[src/rtl/alarme_pkg.sv]
// Shared definitions for the intrusion alarm controller: state codes, zone bit positions, timer width.
package alarme_pkg;

    localparam int TMR_W = 16;

    localparam int ZB_P = 3;
    localparam int ZB_W = 2;
    localparam int ZB_M = 1;
    localparam int ZB_S = 0;

    typedef enum logic [2:0] {
        ST_DISARMED = 3'd0,
        ST_EXIT     = 3'd1,
        ST_ARMED    = 3'd2,
        ST_ENTRY    = 3'd3,
        ST_ALARM    = 3'd4
    } state_e;

    function automatic logic is_armed(input state_e s);
        return (s == ST_EXIT) || (s == ST_ARMED) || (s == ST_ENTRY) || (s == ST_ALARM);
    endfunction

endpackage

[src/rtl/alarme_timer.sv]
// Shared down-counter for the exit, entry and siren delays; expiry is combinational from the count.
// Latency: expired_o is high in the Nth cycle after a load of N. No backpressure.
// Saturates at zero; a load always wins over counting.
module alarme_timer
    import alarme_pkg::*;
(
    input  logic             clk_i,
    input  logic             rst_i,
    input  logic             load_i,
    input  logic [TMR_W-1:0] load_val_i,
    output logic             expired_o
);

    logic [TMR_W-1:0] cnt_q;
    logic [TMR_W-1:0] cnt_d;

    always_comb begin
        cnt_d = cnt_q;
        if (load_i) begin
            cnt_d = load_val_i;
        end else if (cnt_q != '0) begin
            cnt_d = cnt_q - 1'b1;
        end
    end

    always_ff @(posedge clk_i) begin
        if (rst_i) begin
            cnt_q <= '0;
        end else begin
            cnt_q <= cnt_d;
        end
    end

    // The last held cycle is the one where the count reads 1, so a load of N holds N cycles.
    assign expired_o = (cnt_q == TMR_W'(1));

endmodule

[src/rtl/alarme_ctrl.sv]
// Intrusion alarm controller: arm/disarm, exit and entry delays, timed siren, latched trip memory.
// Latency: all outputs registered, one cycle after the sampled inputs. No backpressure.
// Optional door chime enabled by defining ALARME_CHIME_EN; otherwise chime is tied low.
module alarme_ctrl
    import alarme_pkg::*;
#(
    parameter int EXIT_DLY   = 16,
    parameter int ENTRY_DLY  = 16,
    parameter int SIREN_TIME = 64
) (
    input  logic       clk,
    input  logic       rst,
    input  logic       arm,
    input  logic       disarm,
    input  logic       P,
    input  logic       W,
    input  logic       M,
    input  logic       S,
    output logic       A,
    output logic       armed,
    output logic [2:0] state,
    output logic [3:0] trip_zone,
    output logic       arm_fail,
    output logic       chime
);

    localparam logic [TMR_W-1:0] EXIT_V  = TMR_W'(EXIT_DLY);
    localparam logic [TMR_W-1:0] ENTRY_V = TMR_W'(ENTRY_DLY);
    localparam logic [TMR_W-1:0] SIREN_V = TMR_W'(SIREN_TIME);

    state_e           state_q, state_d;
    logic [3:0]       trip_q, trip_d;
    logic             a_q, armed_q;
    logic             arm_fail_q, arm_fail_d;
    logic             tmr_load;
    logic [TMR_W-1:0] tmr_val;
    logic             tmr_exp;
    logic [3:0]       zones;

    always_comb begin
        zones       = '0;
        zones[ZB_P] = P;
        zones[ZB_W] = W;
        zones[ZB_M] = M;
        zones[ZB_S] = S;
    end

    alarme_timer u_timer (
        .clk_i      (clk),
        .rst_i      (rst),
        .load_i     (tmr_load),
        .load_val_i (tmr_val),
        .expired_o  (tmr_exp)
    );

    always_comb begin
        state_d    = state_q;
        trip_d     = trip_q;
        arm_fail_d = 1'b0;
        tmr_load   = 1'b0;
        tmr_val    = '0;
        if (S) begin
            // Panic/smoke overrides everything, including disarm, and restarts the siren.
            state_d      = ST_ALARM;
            trip_d[ZB_S] = 1'b1;
            tmr_load     = 1'b1;
            tmr_val      = SIREN_V;
        end else if (disarm) begin
            state_d = ST_DISARMED;
        end else begin
            case (state_q)
                ST_DISARMED: begin
                    if (arm) begin
                        if (P || W || M) begin
                            arm_fail_d = 1'b1;
                        end else begin
                            state_d  = ST_EXIT;
                            trip_d   = '0;
                            tmr_load = 1'b1;
                            tmr_val  = EXIT_V;
                        end
                    end
                end
                ST_EXIT: begin
                    if (tmr_exp) state_d = ST_ARMED;
                end
                ST_ARMED: begin
                    if (W || M) begin
                        state_d  = ST_ALARM;
                        trip_d   = trip_q | zones;
                        tmr_load = 1'b1;
                        tmr_val  = SIREN_V;
                    end else if (P) begin
                        state_d  = ST_ENTRY;
                        tmr_load = 1'b1;
                        tmr_val  = ENTRY_V;
                    end
                end
                ST_ENTRY: begin
                    if (W || M) begin
                        state_d  = ST_ALARM;
                        trip_d   = trip_q | zones;
                        tmr_load = 1'b1;
                        tmr_val  = SIREN_V;
                    end else if (tmr_exp) begin
                        state_d      = ST_ALARM;
                        trip_d[ZB_P] = 1'b1;
                        tmr_load     = 1'b1;
                        tmr_val      = SIREN_V;
                    end
                end
                ST_ALARM: begin
                    if (tmr_exp) state_d = ST_ARMED;
                end
                default: state_d = ST_DISARMED;
            endcase
        end
    end

    always_ff @(posedge clk) begin
        if (rst) begin
            state_q    <= ST_DISARMED;
            trip_q     <= '0;
            a_q        <= 1'b0;
            armed_q    <= 1'b0;
            arm_fail_q <= 1'b0;
        end else begin
            state_q    <= state_d;
            trip_q     <= trip_d;
            a_q        <= (state_d == ST_ALARM);
            armed_q    <= is_armed(state_d);
            arm_fail_q <= arm_fail_d;
        end
    end

`ifdef ALARME_CHIME_EN
    logic p_q;
    logic chime_q;

    always_ff @(posedge clk) begin
        if (rst) begin
            p_q     <= 1'b0;
            chime_q <= 1'b0;
        end else begin
            p_q     <= P;
            chime_q <= (state_q == ST_DISARMED) && P && !p_q;
        end
    end

    assign chime = chime_q;
`else
    assign chime = 1'b0;
`endif

    assign state     = state_q;
    assign trip_zone = trip_q;
    assign A         = a_q;
    assign armed     = armed_q;
    assign arm_fail  = arm_fail_q;

endmodule
[config.mk]
export PLATFORM = sky130hd
export DESIGN_NAME = alarme_ctrl
export DESIGN_NICKNAME = d
export VERILOG_FILES = /design/src/rtl/alarme_pkg.sv /design/src/rtl/alarme_timer.sv /design/src/rtl/alarme_ctrl.sv
export SDC_FILE = /design/constraint.sdc
export NUM_CORES = 1
export LEC_CHECK = 0
export ABC_AREA = 1
export CORE_UTILIZATION = 54
export DETAILED_ROUTE_END_ITERATION = 16
export HOLD_SLACK_MARGIN = 0.1
export PLACE_DENSITY = 0.78
export SYNTH_ARGS = -nofsm -noshare
export SYNTH_HDL_FRONTEND = slang
export SYNTH_SLANG_ARGS = --single-unit
[constraint.sdc]
create_clock -name clk -period 2.2 [get_ports clk]
set_clock_uncertainty 0.2 [all_clocks]
set_input_delay 0.44 -clock clk [delete_from_list [all_inputs] [get_ports clk]]
set_output_delay 0.44 -clock clk [all_outputs]
set_load 0.02 [all_outputs]
==> run_summary.xml, run 1 <==
<?xml version="1.0" encoding="UTF-8"?>
<metrics>
  <group name="setup_path">
    <metric name="crit_path_max_cell_delay" unit="ps">640</metric>
    <metric name="worst-r2r-setup-slack" unit="ps">290</metric>
    <metric name="critical_path.reg2reg.endpoint" unit="">armed</metric>
    <metric name="timing.critical_path.from_type" unit="">flip-flop</metric>
    <metric name="cp-end-kind" unit="">output pin</metric>
    <metric name="timing.critical_path.cells" unit="">clkdlybuf4s50_1</metric>
    <metric name="critical-path-slowest-cell" unit="">sky130_fd_sc_hd__clkdlybuf4s50_1</metric>
    <metric name="worst-path-stages" unit="">1</metric>
    <metric name="crit_buf_inv" unit="">1</metric>
    <metric name="worstSetupStartpoint" unit="">state[0]</metric>
    <metric name="rr_startpoint" unit="">u_timer.cnt_q[1]</metric>
    <metric name="arrival" unit="ps">1420</metric>
    <metric name="worst_ep_required_time" unit="ps">1560</metric>
    <metric name="critical_path_peak_fanout" unit="">6</metric>
    <metric name="path_delay_family" unit="">buffers and inverters</metric>
    <metric name="ff2ff_path_depth" unit="">11</metric>
    <metric name="worstSetupEndpoint" unit="">state[0]</metric>
    <metric name="timing_worst_setup_path_type" unit="">flip-flop to output pin</metric>
  </group>
  <group name="die">
    <metric name="placement_rows" unit="">18</metric>
    <metric name="die_height" unit="um">54.3</metric>
    <metric name="core" unit="um2">2520</metric>
    <metric name="num_io_pins" unit="">19</metric>
    <metric name="die_width" unit="um">54.3</metric>
    <metric name="die_area" unit="um2">2950</metric>
    <metric name="initial_core_util" unit="%">58.6</metric>
  </group>
  <group name="power">
    <metric name="leakage_power" unit="nW">0.827</metric>
    <metric name="ir_drop" unit="mV">1.00</metric>
    <metric name="power.density" unit="nW/um2">1580</metric>
  </group>
  <group name="cells_and_area">
    <metric name="nets" unit="">254</metric>
    <metric name="diodes_inserted" unit="">0</metric>
    <metric name="area_growth_syn_to_layout" unit="%">19.5</metric>
    <metric name="final-instance-count-excl-fill" unit="">273</metric>
    <metric name="layout.cell_area.non_filler" unit="um2">1770</metric>
    <metric name="drive_above_1_share" unit="%">11.1</metric>
  </group>
  <group name="route">
    <metric name="vias" unit="">1479</metric>
    <metric name="routedWlPerCell" unit="um">12.4</metric>
    <metric name="detail_route.drc_violations" unit="">0</metric>
    <metric name="routed_wirelength" unit="mm">3.38</metric>
    <metric name="post_drt_via_cell_ratio" unit="">5.42</metric>
    <metric name="detailedRoute.firstIterationViolations" unit="">43</metric>
    <metric name="postRouteAntennaNets" unit="">0</metric>
    <metric name="drtPass1Iterations" unit="">4</metric>
  </group>
  <group name="status">
    <metric name="status" unit="">finished clean</metric>
  </group>
  <group name="synth">
    <metric name="synth_cell_types" unit="">28</metric>
    <metric name="postSynthRegisterBits" unit="">26</metric>
    <metric name="synth-warning-count" unit="">0</metric>
    <metric name="synth_fp_nets" unit="">227</metric>
    <metric name="area_leader_netlist" unit="">sky130_fd_sc_hd__dfxtp_1</metric>
    <metric name="synth_area" unit="um2">1480</metric>
    <metric name="synth_area_per_cell" unit="um2">6.82</metric>
    <metric name="synth.area.top_cells" unit="">sky130_fd_sc_hd__dfxtp_1 35%, sky130_fd_sc_hd__nand2_1 13%, sky130_fd_sc_hd__nor2_1 12%</metric>
    <metric name="netlist.area_leader.share" unit="%">35.2</metric>
    <metric name="seq_area_frac_synth" unit="%">35.2</metric>
    <metric name="syn_inst" unit="">217</metric>
  </group>
  <group name="clocking">
    <metric name="cts.reportedPaths.clkPinSlew" unit="ps">140</metric>
    <metric name="cts_max_path_buffers" unit="">2</metric>
    <metric name="cts-resized-gates" unit="">0</metric>
    <metric name="cell_chosen_for_the_clock_root" unit="">sky130_fd_sc_hd__clkbuf_4</metric>
    <metric name="h_tree_depth" unit="">1</metric>
    <metric name="tritoncts" unit="">done</metric>
    <metric name="hold_buffers" unit="">0</metric>
    <metric name="cts.repair_timing.setup_buffer_count" unit="">0</metric>
    <metric name="cts_num_sinks" unit="">26</metric>
    <metric name="tritoncts.num_buffers" unit="">3</metric>
    <metric name="clk-insertion-delay-late" unit="ps">320</metric>
  </group>
  <group name="global_routing">
    <metric name="vias_in_the_first_global_route" unit="">1281</metric>
    <metric name="grt_antenna_before_repair" unit="">0</metric>
    <metric name="overflow" unit="">0</metric>
    <metric name="grt_util_overall" unit="%">25.6</metric>
    <metric name="pin_count_of_the_biggest_net_entering_global_routing" unit="">19</metric>
    <metric name="grt_first_pass_wirelength" unit="mm">5.42</metric>
  </group>
  <group name="place">
    <metric name="detailed_place.area" unit="um2">1730</metric>
    <metric name="globalplace.congestion" unit="">0.950</metric>
    <metric name="place.detailed.hpwl" unit="mm">2.67</metric>
    <metric name="placed_cells_incl_taps" unit="">269</metric>
    <metric name="io_buffers" unit="">17</metric>
  </group>
  <group name="sta">
    <metric name="report.final.setup_viol" unit="">0</metric>
    <metric name="grt_setup_unrepaired" unit="">false</metric>
    <metric name="fmaxAchievable" unit="MHz">486</metric>
    <metric name="number_of_hold_violations_in_the_final_report" unit="">0</metric>
    <metric name="setup-tns-final" unit="ps">0</metric>
    <metric name="period_utilization_post_route" unit="%">93.5</metric>
    <metric name="min_period" unit="ps">2060</metric>
    <metric name="report.final.slew_viol_count" unit="">0</metric>
  </group>
  <group name="hold_path">
    <metric name="holdCritPathClass" unit="">flip-flop to flip-flop</metric>
  </group>
  <group name="run">
    <metric name="number_of_maximum_capacitance_constraint_violations" unit="">0</metric>
  </group>
</metrics>
-- metal layers --
metal	vias to the layer above	GRT usage [%]	wire length [um]	part of all wire, %
met5	-	0	0	0
met4	0	15.0	89	2.6
met3	13	2.78	119	3.5
met2	46	44.9	1700	50
met1	687	29.8	1470	44
li1	733	-	-	-
-- state kept, by name, summed over array words and instances (netlist names) --
signal / count
u_timer.cnt_q: 16
A: 1
armed: 1
arm_fail: 1
trip_zone: 4
state: 3
-- cell usage after synthesis --
| master | count |
|---|---|
| sky130_fd_sc_hd__nand2_1 | 50 |
| sky130_fd_sc_hd__nor2_1 | 47 |
| sky130_fd_sc_hd__dfxtp_1 | 26 |
| sky130_fd_sc_hd__inv_1 | 17 |
| sky130_fd_sc_hd__nand3_1 | 13 |
| sky130_fd_sc_hd__xor2_1 | 10 |
| sky130_fd_sc_hd__a21oi_1 | 9 |
| sky130_fd_sc_hd__nand3b_1 | 9 |
| sky130_fd_sc_hd__nor3_1 | 4 |
| sky130_fd_sc_hd__xnor2_1 | 4 |
| sky130_fd_sc_hd__nand4_1 | 3 |
| sky130_fd_sc_hd__nor2_2 | 3 |
| sky130_fd_sc_hd__clkbuf_1 | 2 |
| sky130_fd_sc_hd__ha_1 | 2 |
| sky130_fd_sc_hd__inv_2 | 2 |
| sky130_fd_sc_hd__nand2_2 | 2 |
| sky130_fd_sc_hd__nor2_4 | 2 |
| sky130_fd_sc_hd__o21ai_0 | 2 |
| sky130_fd_sc_hd__a21oi_4 | 1 |
| sky130_fd_sc_hd__buf_2 | 1 |
| sky130_fd_sc_hd__buf_4 | 1 |
| sky130_fd_sc_hd__buf_6 | 1 |
| sky130_fd_sc_hd__conb_1 | 1 |
| sky130_fd_sc_hd__nand3_2 | 1 |
| sky130_fd_sc_hd__nand3b_2 | 1 |
| sky130_fd_sc_hd__nor3_2 | 1 |
| sky130_fd_sc_hd__nor3b_1 | 1 |
| sky130_fd_sc_hd__o21ai_1 | 1 |
-- layout by cell type, fill, tap and decap left out, drive strengths merged, types with 2 or more instances in the layout --
| master | instances |
|---|---|
| inv | 19 |
| nand4 | 3 |
| a21oi | 10 |
| ha | 2 |
| dfxtp | 26 |
| xnor2 | 4 |
| xor2 | 10 |
| nand3b | 10 |
| nand3 | 14 |
| clkdlybuf4s50 | 17 |
| nand2 | 52 |
| o21ai | 3 |
| nor2 | 52 |
| buf | 10 |
| nor3 | 5 |
| clkbuf | 4 |
-- power by group --
group	internal, mW	switching [mW]	leakage [nW]	total, mW
clock	0.101	0.140	0.0210	0.241
sequential	0.614	0.137	0.213	0.751
combinational	0.758	1.04	0.593	1.80
total	1.47	1.31	0.827	2.79
-- cell families after synthesis --
kind of cell               synth area share [%]
AOI/OAI and AO/OA                          5.16
xor gates and xnor gates                   8.29
adders and majority gates                  1.69
buffers and inverters                      6.94
DFF                                        35.2
other                                     0.254
and+or+nand+nor                            42.5
-- through the flow --
step / hold WS, ps / setup slack [ps] / power, mW / util (%)
6_report: 258 / 142 / 2.79 / 70.0
5_1_grt: 297 / 43.9 / 3.03 / 70.0
4_1_cts: 262 / 125 / 2.77 / 70.0
3_5_place_dp: 243 / -40.6 / 2.52 / 68.6
3_3_place_gp: 234 / 39.8 / 2.47 / 68.6
2_1_floorplan: 267 / 520 / 2.09 / -
-- worst min path at each step --
stage | from | endpoint | slack [ps] | depth (start not counted)
detailed placement | trip_zone[1] | trip_zone[1] | 240 | 2
finish | trip_zone[1] | trip_zone[1] | 260 | 2
global placement | trip_zone[1] | trip_zone[1] | 230 | 2
floorplan | u_timer.cnt_q[1] | u_timer.cnt_q[1] | 270 | 2
CTS | trip_zone[1] | trip_zone[1] | 260 | 2
global route | trip_zone[1] | trip_zone[1] | 300 | 2
-- area by class of cell --
type	instances	area [um2]
clock buffers	4	36.3
inverters	19	71.3
flip-flops and latches	26	520
multi-input cells	167	856
well taps	30	37.5
repair buffers	27	245
fillers	227	756
Power figures use the tool's default switching activity.
==> inputs of run 2 (changes only) <==
CORE_UTILIZATION = 57   (was 54)
CTS_BUF_LIST = sky130_fd_sc_hd__clkbuf_4 sky130_fd_sc_hd__clkbuf_8   (was unset)
PLACE_DENSITY = 0.82   (was 0.78)
==> run 2 against run 1 <==
Net effect: clock power shrank 16%; global-route usage shrank 0.65 points; critical path type unchanged; critical endpoint unchanged; die area shrank 5.1%; register-to-register slack is essentially flat; non-clock buffer count shrank 3; sequential power shrank 0.5%; design area shrank 2.1%; flip-flop and latch count is the same.
==> run_summary.xml, run 2 (same netlist as run 1, synthesis figures left out) <==
<?xml version="1.0" encoding="UTF-8"?>
<metrics>
  <group name="status">
    <metric name="status" unit="">finished clean</metric>
  </group>
  <group name="route">
    <metric name="postRouteAntennaNets" unit="">0</metric>
    <metric name="vias" unit="">1420</metric>
    <metric name="drtPass1Iterations" unit="">4</metric>
    <metric name="post_drt_via_cell_ratio" unit="">5.28</metric>
    <metric name="routedWlPerCell" unit="um">11.4</metric>
    <metric name="detail_route.drc_violations" unit="">0</metric>
    <metric name="detailedRoute.firstIterationViolations" unit="">25</metric>
    <metric name="routed_wirelength" unit="mm">3.06</metric>
  </group>
  <group name="setup_path">
    <metric name="cp-end-kind" unit="">output pin</metric>
    <metric name="critical_path_peak_fanout" unit="">6</metric>
    <metric name="critical_path.reg2reg.endpoint" unit="">u_timer.cnt_q[11]</metric>
    <metric name="critical-path-slowest-cell" unit="">sky130_fd_sc_hd__clkdlybuf4s50_1</metric>
    <metric name="timing.critical_path.from_type" unit="">flip-flop</metric>
    <metric name="worst_ep_required_time" unit="ps">1560</metric>
    <metric name="crit_path_max_cell_delay" unit="ps">650</metric>
    <metric name="worst-path-stages" unit="">1</metric>
    <metric name="path_delay_family" unit="">buffers and inverters</metric>
    <metric name="worstSetupEndpoint" unit="">state[0]</metric>
    <metric name="arrival" unit="ps">1450</metric>
    <metric name="timing_worst_setup_path_type" unit="">flip-flop to output pin</metric>
    <metric name="worstSetupStartpoint" unit="">state[0]</metric>
    <metric name="crit_buf_inv" unit="">1</metric>
    <metric name="timing.critical_path.cells" unit="">clkdlybuf4s50_1</metric>
    <metric name="rr_startpoint" unit="">u_timer.cnt_q[0]</metric>
    <metric name="ff2ff_path_depth" unit="">8</metric>
    <metric name="worst-r2r-setup-slack" unit="ps">300</metric>
  </group>
  <group name="sta">
    <metric name="setup-tns-final" unit="ps">0</metric>
    <metric name="fmaxAchievable" unit="MHz">479</metric>
    <metric name="layout_setup_ws" unit="ps">111</metric>
    <metric name="period_utilization_post_route" unit="%">94.9</metric>
    <metric name="grt_setup_unrepaired" unit="">false</metric>
    <metric name="report.final.slew_viol_count" unit="">0</metric>
    <metric name="fin_worst_hold_slack" unit="ps">257</metric>
    <metric name="report.final.setup_viol" unit="">0</metric>
    <metric name="min_period" unit="ps">2090</metric>
    <metric name="number_of_hold_violations_in_the_final_report" unit="">0</metric>
  </group>
  <group name="power">
    <metric name="power.density" unit="nW/um2">1550</metric>
    <metric name="leakage_power" unit="nW">0.806</metric>
    <metric name="ir_drop" unit="mV">1.09</metric>
  </group>
  <group name="cells_and_area">
    <metric name="area_growth_syn_to_layout" unit="%">17.0</metric>
    <metric name="largest_reg_flops" unit="">16</metric>
    <metric name="most_frequent_standard_cell_in_the_layout_excluding_fill_and_tap_cells" unit="">sky130_fd_sc_hd__nand2_1</metric>
    <metric name="area_of_combinational_cells_with_multiple_inputs" unit="um2">856</metric>
    <metric name="fill_cells" unit="">225</metric>
    <metric name="register_area" unit="um2">520</metric>
    <metric name="layout.cell_area.non_filler" unit="um2">1730</metric>
    <metric name="nets" unit="">251</metric>
    <metric name="drive_above_1_share" unit="%">9.62</metric>
    <metric name="utilization" unit="%">70.5</metric>
    <metric name="diodes_inserted" unit="">0</metric>
    <metric name="regMostFlops" unit="">u_timer.cnt_q</metric>
    <metric name="layout.cells.most_common_list" unit="">50 x sky130_fd_sc_hd__nand2_1, 47 x sky130_fd_sc_hd__nor2_1, 26 x sky130_fd_sc_hd__dfxtp_1</metric>
  </group>
  <group name="clocking">
    <metric name="tritoncts" unit="">done</metric>
    <metric name="clk-insertion-delay-late" unit="ps">320</metric>
    <metric name="cts-resized-gates" unit="">0</metric>
    <metric name="tritoncts.num_buffers" unit="">3</metric>
    <metric name="cell_chosen_for_the_clock_root" unit="">sky130_fd_sc_hd__clkbuf_4</metric>
    <metric name="cts.repair_timing.setup_buffer_count" unit="">0</metric>
    <metric name="cts.reportedPaths.clkPinSlew" unit="ps">130</metric>
    <metric name="h_tree_depth" unit="">1</metric>
    <metric name="cts_num_sinks" unit="">26</metric>
    <metric name="cts_max_path_buffers" unit="">2</metric>
    <metric name="hold_buffers" unit="">0</metric>
  </group>
  <group name="run">
    <metric name="number_of_maximum_capacitance_constraint_violations" unit="">0</metric>
  </group>
  <group name="global_routing">
    <metric name="vias_in_the_first_global_route" unit="">1243</metric>
    <metric name="grt_first_pass_wirelength" unit="mm">5.13</metric>
    <metric name="grt_antenna_before_repair" unit="">0</metric>
    <metric name="overflow" unit="">0</metric>
    <metric name="grt_util_overall" unit="%">25.0</metric>
    <metric name="pin_count_of_the_biggest_net_entering_global_routing" unit="">19</metric>
  </group>
  <group name="die">
    <metric name="core" unit="um2">2450</metric>
    <metric name="placement_rows" unit="">18</metric>
    <metric name="die_area" unit="um2">2800</metric>
    <metric name="die_height" unit="um">52.9</metric>
    <metric name="initial_core_util" unit="%">60.2</metric>
    <metric name="die_width" unit="um">52.9</metric>
    <metric name="num_io_pins" unit="">19</metric>
  </group>
  <group name="place">
    <metric name="globalplace.congestion" unit="">0.875</metric>
    <metric name="place_ws" unit="ps">-24.2</metric>
    <metric name="place.detailed.hpwl" unit="mm">2.36</metric>
    <metric name="io_buffers" unit="">17</metric>
    <metric name="detailed_place.area" unit="um2">1710</metric>
  </group>
  <group name="hold_path">
    <metric name="holdCritPathClass" unit="">flip-flop to flip-flop</metric>
  </group>
</metrics>
-- run 2: changes by cell type in the layout (fill, tap and decap cells not counted) --
cell | previous run | this run
sky130_fd_sc_hd__buf_4 | 10 | 7
sky130_fd_sc_hd__clkbuf_8 | 1 | 0
-- run 2: per-layer routing --
layer  wire length (um)  vias to the layer above  GRT usage [%]
met5                  0                        -              0
met4                 46                        0           7.02
met3                104                        6           5.46
met2               1540                       32           46.6
met1               1370                      657           27.9
li1                   -                      725              -
-- run 2: how the worst min path moves through the flow --
stage / cells after the start / slack (ps) / endpoint / startpoint
finish: 2 / 260 / trip_zone[1] / trip_zone[1]
global route: 2 / 280 / trip_zone[1] / trip_zone[1]
CTS: 2 / 260 / trip_zone[1] / trip_zone[1]
detailed placement: 2 / 240 / trip_zone[1] / trip_zone[1]
global placement: 2 / 240 / trip_zone[1] / trip_zone[1]
floorplan: 2 / 270 / u_timer.cnt_q[1] / u_timer.cnt_q[1]
-- run 2: area by class of cell --
type | instances | share of cell area (%)
Clock buffer | 3 | 1.30
Inverter | 19 | 4.12
Multi-Input combinational cell | 167 | 49.5
Sequential cell | 26 | 30.1
Tap cell | 30 | 2.17
Timing Repair Buffer | 24 | 12.9
-- run 2: metrics by stage --
step                std cells  total power [mW]
detailed placement        266              2.46
CTS                       269              2.67
finish                    269              2.67
floorplan                 217              2.09
global placement          266              2.42
global route              269              2.93
-- run 2: power by group --
group | switching, mW | leakage [nW] | internal, mW
Combinational | 0.999 | 0.579 | 0.724
Sequential | 0.133 | 0.213 | 0.614
Clock | 0.139 | 0.0138 | 0.0643
